$ cat src/rtl/io_bridge_pkg.sv
// Shared types and defaults for the CPU-to-MMIO bridge.
// Latency: n/a (definitions only).
// Backpressure: n/a.
package io_bridge_pkg;

    typedef enum logic [1:0] {
        ST_IDLE   = 2'd0,
        ST_ACCESS = 2'd1,
        ST_RESP   = 2'd2
    } state_t;

    // Word index of each bridge register inside its own window.
    localparam logic [1:0] BR_WORD_IMASK   = 2'd0;
    localparam logic [1:0] BR_WORD_ISTAT   = 2'd1;
    localparam logic [1:0] BR_WORD_ERRADDR = 2'd2;

    localparam logic [31:0] BR_BASE_DEF    = 32'h0000_7f80;
    localparam logic [31:0] BR_LAST_OFS    = 32'd11;          // 3 words
    localparam logic [31:0] DEFAULT_RD_DEF = 32'h1723_ffff;
    localparam logic [5:0]  IMASK_RST      = 6'h3f;

    function automatic logic in_range(input logic [31:0] a,
                                      input logic [31:0] lo,
                                      input logic [31:0] hi);
        return (a >= lo) && (a <= hi);
    endfunction

endpackage

$ cat src/rtl/io_addr_decode.sv
// Range decoder: one-hot device hit, bridge-window hit and miss for a byte address.
// Latency: combinational.
// Backpressure: none; pure function of addr.
// Ports: addr in; dev_hit (one-hot, suppressed on a window hit), br_hit, miss out.
module io_addr_decode
    import io_bridge_pkg::*;
#(
    parameter int unsigned         N_DEV     = 6,
    parameter logic [N_DEV*32-1:0] DEV_BASE  = '0,
    parameter logic [N_DEV*32-1:0] DEV_LIMIT = '0,
    parameter logic [31:0]         BR_BASE   = BR_BASE_DEF
) (
    input  logic [31:0]      addr,
    output logic [N_DEV-1:0] dev_hit,
    output logic             br_hit,
    output logic             miss
);

    always_comb begin
        dev_hit = '0;
        br_hit  = in_range(addr, BR_BASE, BR_BASE + BR_LAST_OFS);
        for (int i = 0; i < int'(N_DEV); i++) begin
            // The bridge window outranks any device range that overlaps it.
            dev_hit[i] = !br_hit && in_range(addr, DEV_BASE[32*i +: 32], DEV_LIMIT[32*i +: 32]);
        end
        miss = !br_hit && !(|dev_hit);
    end

endmodule

$ cat src/rtl/io_bridge_n.sv
// CPU-to-MMIO bridge: range decode, ack/timeout handshake, bridge registers, interrupt router.
// Latency: window/unmapped rdy 2 cycles after req sampled; device 2 + ack delay; hwint 2 cycles from dev_int.
// Backpressure: requester holds cpu_req until the one-cycle cpu_rdy pulse; devices stall via dev_ack up to TIMEOUT.
// Ports: cpu_* request/response side, dev_* peripheral side, hwint to CP0; clk with sync active-high reset.
module io_bridge_n
    import io_bridge_pkg::*;
#(
    parameter int unsigned         N_DEV      = 6,
    parameter logic [N_DEV*32-1:0] DEV_BASE   = {32'h7f50, 32'h7f40, 32'h7f30, 32'h7f20, 32'h7f10, 32'h7f00},
    parameter logic [N_DEV*32-1:0] DEV_LIMIT  = {32'h7f5b, 32'h7f4b, 32'h7f3b, 32'h7f2b, 32'h7f1b, 32'h7f0b},
    parameter logic [N_DEV*3-1:0]  INT_LINE   = {3'd5, 3'd4, 3'd3, 3'd2, 3'd1, 3'd0},
    parameter logic [31:0]         BR_BASE    = BR_BASE_DEF,
    parameter int unsigned         TIMEOUT    = 15,
    parameter logic [31:0]         DEFAULT_RD = DEFAULT_RD_DEF
) (
    input  logic                  clk,
    input  logic                  reset,
    input  logic                  cpu_req,
    input  logic                  cpu_we,
    input  logic [31:0]           cpu_addr,
    input  logic [31:0]           cpu_wd,
    output logic                  cpu_rdy,
    output logic [31:0]           cpu_rd,
    output logic                  cpu_err,
    output logic [5:0]            hwint,
    output logic [N_DEV-1:0]      dev_sel,
    output logic                  dev_we,
    output logic [31:0]           dev_addr,
    output logic [31:0]           dev_wd,
    input  logic [N_DEV*32-1:0]   dev_rd,
    input  logic [N_DEV-1:0]      dev_ack,
    input  logic [N_DEV-1:0]      dev_int
);

    localparam logic [3:0] TO_CNT = 4'(TIMEOUT);

    state_t             state_q, state_d;
    logic [N_DEV-1:0]   dev_hit;
    logic               br_hit, miss;
    logic [2:0]         hit_idx, idx_q;
    logic [3:0]         cnt_q;
    logic [5:0]         imask_q, raw;
    logic [31:0]        erraddr_q, resp_rd_q, sel_rd, br_rdata;
    logic               resp_err_q, sel_ack, timed_out;
    logic [N_DEV-1:0]   int_q;
    logic [1:0]         br_word;

    io_addr_decode #(
        .N_DEV     (N_DEV),
        .DEV_BASE  (DEV_BASE),
        .DEV_LIMIT (DEV_LIMIT),
        .BR_BASE   (BR_BASE)
    ) u_dec (
        .addr    (cpu_addr),
        .dev_hit (dev_hit),
        .br_hit  (br_hit),
        .miss    (miss)
    );

    always_comb begin
        hit_idx = '0;
        sel_rd  = '0;
        sel_ack = 1'b0;
        for (int i = 0; i < int'(N_DEV); i++) begin
            if (dev_hit[i])       hit_idx = 3'(i);
            if (idx_q == 3'(i)) begin
                sel_rd  = dev_rd[32*i +: 32];
                sel_ack = dev_ack[i];
            end
        end
    end

    // Each hwint line is the OR of every synchronised device interrupt routed to it.
    always_comb begin
        raw = '0;
        for (int i = 0; i < int'(N_DEV); i++) begin
            for (int k = 0; k < 6; k++) begin
                if (INT_LINE[3*i +: 3] == 3'(k)) raw[k] = raw[k] | int_q[i];
            end
        end
    end

    assign br_word   = 2'((cpu_addr - BR_BASE) >> 2);
    assign timed_out = (cnt_q == TO_CNT);

    always_comb begin
        case (br_word)
            BR_WORD_IMASK:   br_rdata = {26'd0, imask_q};
            BR_WORD_ISTAT:   br_rdata = {26'd0, raw};
            BR_WORD_ERRADDR: br_rdata = erraddr_q;
            default:         br_rdata = '0;
        endcase
    end

    always_ff @(posedge clk) begin
        if (reset) state_q <= ST_IDLE;
        else       state_q <= state_d;
    end

    always_comb begin
        state_d = state_q;
        case (state_q)
            ST_IDLE:   if (cpu_req) state_d = (|dev_hit) ? ST_ACCESS : ST_RESP;
            ST_ACCESS: if (sel_ack || timed_out) state_d = ST_RESP;
            ST_RESP:   state_d = ST_IDLE;
            default:   state_d = ST_IDLE;
        endcase
    end

    always_ff @(posedge clk) begin
        if (reset) begin
            cpu_rdy    <= 1'b0;
            cpu_rd     <= '0;
            cpu_err    <= 1'b0;
            hwint      <= '0;
            dev_sel    <= '0;
            dev_we     <= 1'b0;
            dev_addr   <= '0;
            dev_wd     <= '0;
            idx_q      <= '0;
            cnt_q      <= '0;
            imask_q    <= IMASK_RST;
            erraddr_q  <= '0;
            resp_rd_q  <= '0;
            resp_err_q <= 1'b0;
            int_q      <= '0;
        end else begin
            int_q <= dev_int;
            hwint <= raw & imask_q;

            // Response flops present the result captured in RESP for one cycle.
            cpu_rdy <= (state_q == ST_RESP);
            cpu_rd  <= (state_q == ST_RESP) ? resp_rd_q  : '0;
            cpu_err <= (state_q == ST_RESP) ? resp_err_q : 1'b0;

            case (state_q)
                ST_IDLE: begin
                    if (cpu_req) begin
                        if (br_hit) begin
                            resp_rd_q  <= br_rdata;
                            resp_err_q <= 1'b0;
                            // Only IMASK is writable; other window writes complete silently.
                            if (cpu_we && br_word == BR_WORD_IMASK) imask_q <= cpu_wd[5:0];
                        end else if (miss) begin
                            resp_rd_q  <= DEFAULT_RD;
                            resp_err_q <= 1'b1;
                            erraddr_q  <= cpu_addr;
                        end else begin
                            idx_q    <= hit_idx;
                            cnt_q    <= 4'd1;
                            dev_sel  <= dev_hit;
                            dev_we   <= cpu_we;
                            dev_addr <= cpu_addr;
                            dev_wd   <= cpu_wd;
                        end
                    end
                end
                ST_ACCESS: begin
                    if (sel_ack || timed_out) begin
                        // Ack takes precedence over a timeout in the same cycle.
                        resp_rd_q  <= sel_ack ? sel_rd : DEFAULT_RD;
                        resp_err_q <= !sel_ack;
                        if (!sel_ack) erraddr_q <= dev_addr;
                        cnt_q    <= '0;
                        dev_sel  <= '0;
                        dev_we   <= 1'b0;
                        dev_addr <= '0;
                        dev_wd   <= '0;
                    end else begin
                        cnt_q <= cnt_q + 4'd1;
                    end
                end
                default: ;
            endcase
        end
    end

endmodule

$ cat config.mk
export PLATFORM = sky130hd
export DESIGN_NAME = io_bridge_n
export DESIGN_NICKNAME = d
export VERILOG_FILES = /design/src/rtl/io_bridge_pkg.sv /design/src/rtl/io_addr_decode.sv /design/src/rtl/io_bridge_n.sv
export SDC_FILE = /design/constraint.sdc
export NUM_CORES = 1
export LEC_CHECK = 0
export BUFFER_PORTS_ARGS = -buffer_cell sky130_fd_sc_hd__buf_2
export CORE_AREA = 2 2 150 152
export DETAILED_ROUTE_END_ITERATION = 12
export DIE_AREA = 0 0 152 154
export GPL_TIMING_DRIVEN = 0
export HOLD_SLACK_MARGIN = 0.15
export PLACE_DENSITY = 0.72
export REMOVE_ABC_BUFFERS = 1
export SLEW_MARGIN = 30
export SYNTH_ARGS = -nofsm -noshare
export SYNTH_HDL_FRONTEND = slang
export SYNTH_HIERARCHICAL = 1
export SYNTH_SLANG_ARGS = --single-unit
$ cat constraint.sdc
create_clock -name clk -period 3.7 [get_ports clk]
set_clock_uncertainty 0.05 [all_clocks]
set_input_delay 0.555 -clock clk [delete_from_list [all_inputs] [get_ports clk]]
set_output_delay 0.555 -clock clk [all_outputs]
set_load 0.02 [all_outputs]
==> metrics.cfg <==
[outcome]
status = finished clean

[final_layout]
fill_cells = 1917
area_growth_pct = 29.4
stdcell_area_um2 = 12800
nets = 1611
drive_gt1_frac = 0.417

[timing]
hold_violations = 0
final.hold.worst_slack_ps = 269
grt_setup_unrepaired = no
fin_crit_ps = 3440
relSlewSlack = 0.474
finalSetupViolCount = 0
worst_pin_slew_ps = 784
fin_crit_sh = 0.928
fmax_mhz = 291
slew_viol_final = 0

[floorplanning]
fp.coreArea_um2 = 21700
die_h_um = 154
start_util = 0.456
pin_count = 383
fp-row-count = 54
dieArea_um2 = 23400
die_w_um = 152

[logic_synthesis]
syn_inst = 1018
ys_seq_elements = 197
async_flop_share = 0
yosysSeqAreaShare = 0.398
syn_area_um2 = 9900
synth_cell_types = 58
synth_warnings = 6
synth-edff-count = 0
synth-main-ff-cell = dfxtp_1
syn_area_per_cell_um2 = 9.72

[clocking]
cts_sinks = 197
clkTransAtPathRegs_ps = 80
cts_hold_buf = 0
cts_made_buffers = 17
cts_tree = yes
h-tree-depth = 4
cts_root_buffer = clkbuf_16
clk_path_buf_depth = 2
insertion_delay_ps = 440

[setup_path]
cp.required_ps = 3980
cpMaxStageDelayCell = a211o_4
crit_arrival_ps = 3720
cpPeakStageDelay_ps = 480
endpoint_kind = register
crit_buf_inv = 1
r2r_cells = 7
startpoint = cpu_addr[30]
cp_num_cells = 11
crit_path_cell_trace = buf_2 > nor4_2 > nand4_1 > or3_4 > nor4_4 > a211oi_2 > nor3b_2 > o21bai_2 > a211o_4 > and2_4 > a22o_1
r2r_start = state_q[0]$_SDFFE_PP0P_
crit_fanout = 34
critical_path_class = primary input to register
cp-start-kind = primary input
crit_family = simple AND/OR/NAND/NOR gates

[drt]
vias = 9541
drt-initial-drc-count = 944
viasPerCell = 5.84
drc_errors = 0
ant_nets = 0
wl_mm = 32.4
firstDrtPassIters = 7
routedWlPerCell_um = 19.9

[grt]
antenna_found_initial = 1
met3_usage = 0.0386
grt_start_max_net_pins = 80
grt_util_all_layers = 0.265
grt_busiest_layer = met2
grt_pass1_vias = 8959
met2_usage = 0.437
grt_overflow = 0
grt_pass1_wl_mm = 50.0
met1_usage = 0.364

[hold_path]
min-delay-start = cpu_wd[23]
hold_depth = 2
hold_path_class = primary input to register

[place]
post_dp_cell_area_um2 = 12100
io_buffers = 382
detailed_place_hpwl_mm = 23.5
globalplace.congestion = 0.815

[power]
irDropWorstVdd_uv = 320
cellPowerDensity_nw_per_um2 = 367
leakage_nw = 5.43

[run]
cap_viol_max_count = 0

## area by class of cell
cell class	instances	area (um^2)	share of cell area
multi-input combinational	667	5390	0.421
sequential	197	3960	0.309
timing repair buffer	406	2290	0.179
clock buffer	17	425	0.0332
tap	280	350	0.0273
clock inverter	15	210	0.0164
inverter	49	184	0.0144
antenna	2	5.00	0.000391
## stage by stage
stage	TNS [ps]	util	worst slack, ps	std cells	power, mW
global route	0	0.591	22.6	1632	4.87
detailed placement	-46860	0.559	-1010	1598	2.82
floorplan	-150640	-	-1950	912	2.52
CTS	0	0.589	119	1630	4.73
global placement	-549990	0.539	-4960	1574	2.79
finish	0	0.591	265	1633	4.71
## report_power, final
part	internal [mW]	switching (mW)
registers	2.19	0.0379
clock network	0.984	0.946
logic	0.271	0.279
total	3.44	1.26
## repair_timing
item | in CTS | in global routing
buffers inserted | 0 | 0
pin swaps | 0 | 0
gates resized for setup | 3 | 4
endpoints found under the setup margin | 39 | 40
cloned | 0 | 1
## cells in the mapped netlist, types with 17 or more instances
cell type | n | area share
dfxtp_1 | 197 | 0.40
clkbuf_1 | 78 | 0.030
a22o_1 | 71 | 0.063
nand2_1 | 68 | 0.026
a211oi_1 | 50 | 0.038
inv_1 | 49 | 0.019
a21oi_1 | 40 | 0.020
nand3_1 | 38 | 0.019
and2_1 | 35 | 0.022
mux2_2 | 33 | 0.038
nor2b_1 | 33 | 0.021
mux4_2 | 31 | 0.071
a211oi_2 | 30 | 0.038
nor2_1 | 29 | 0.011
a222oi_1 | 24 | 0.024
o211ai_1 | 24 | 0.018
a311o_1 | 17 | 0.017
buf_2 | 17 | 0.0086
o31ai_1 | 17 | 0.013
## kinds of logic after synthesis
kind of cell / count (synthesis) / synth area share
AND/OR/NAND/NOR: 260 / 0.140
multiplexers: 81 / 0.125
AO/OA/AOI/OAI: 323 / 0.269
flip-flops: 197 / 0.398
adder cells (fa/ha/maj): 1 / 0.00126
buffers and inverters: 155 / 0.0655
XOR/XNOR: 1 / 0.000885
## state kept, by name, summed over array words and instances, names as in the netlist, 2 cells and up
register	cells
state_q	2
dev_sel	6
idx_q	3
hwint	6
dev_wd	32
cnt_q	4
cpu_rd	32
int_q	6
dev_addr	32
imask_q	6
erraddr_q	32
resp_rd_q	32
## worst register-to-register path: cells and delay by family (launching register included)
kind / cells / cell delay, ps
and+or+nand+nor: 3 / 1410
DFF: 1 / 580
buffers and inverters: 2 / 530
AOI/OAI and AO/OA: 2 / 710
## layout by cell type, fill, tap and decap left out, types with 33 or more instances in the layout
master,netlist,final
nand2_1,68,68
dfxtp_1,197,193
mux2_2,33,33
and2_1,35,33
a21oi_1,40,40
inv_1,49,47
nand3_1,38,38
buf_2,17,385
a211oi_1,50,50
a22o_1,71,71
## final timing paths
kind	end	slack, ps
setup / recovery	dev_wd[9]$_SDFFE_PP0P_	260
setup reg to reg	resp_rd_q[22]$_SDFFE_PP0P_	290
hold reg to reg	cpu_rd[20]$_SDFF_PP0_	400
hold / removal	dev_wd[23]$_SDFFE_PP0P_	270
## per-layer routing
metal / up-vias / share of wire
li1: 4522 / -
met1: 4586 / 0.44
met2: 405 / 0.49
met3: 28 / 0.061
met4: 0 / 0.012
met5: - / 0
Power figures use the tool's default switching activity.
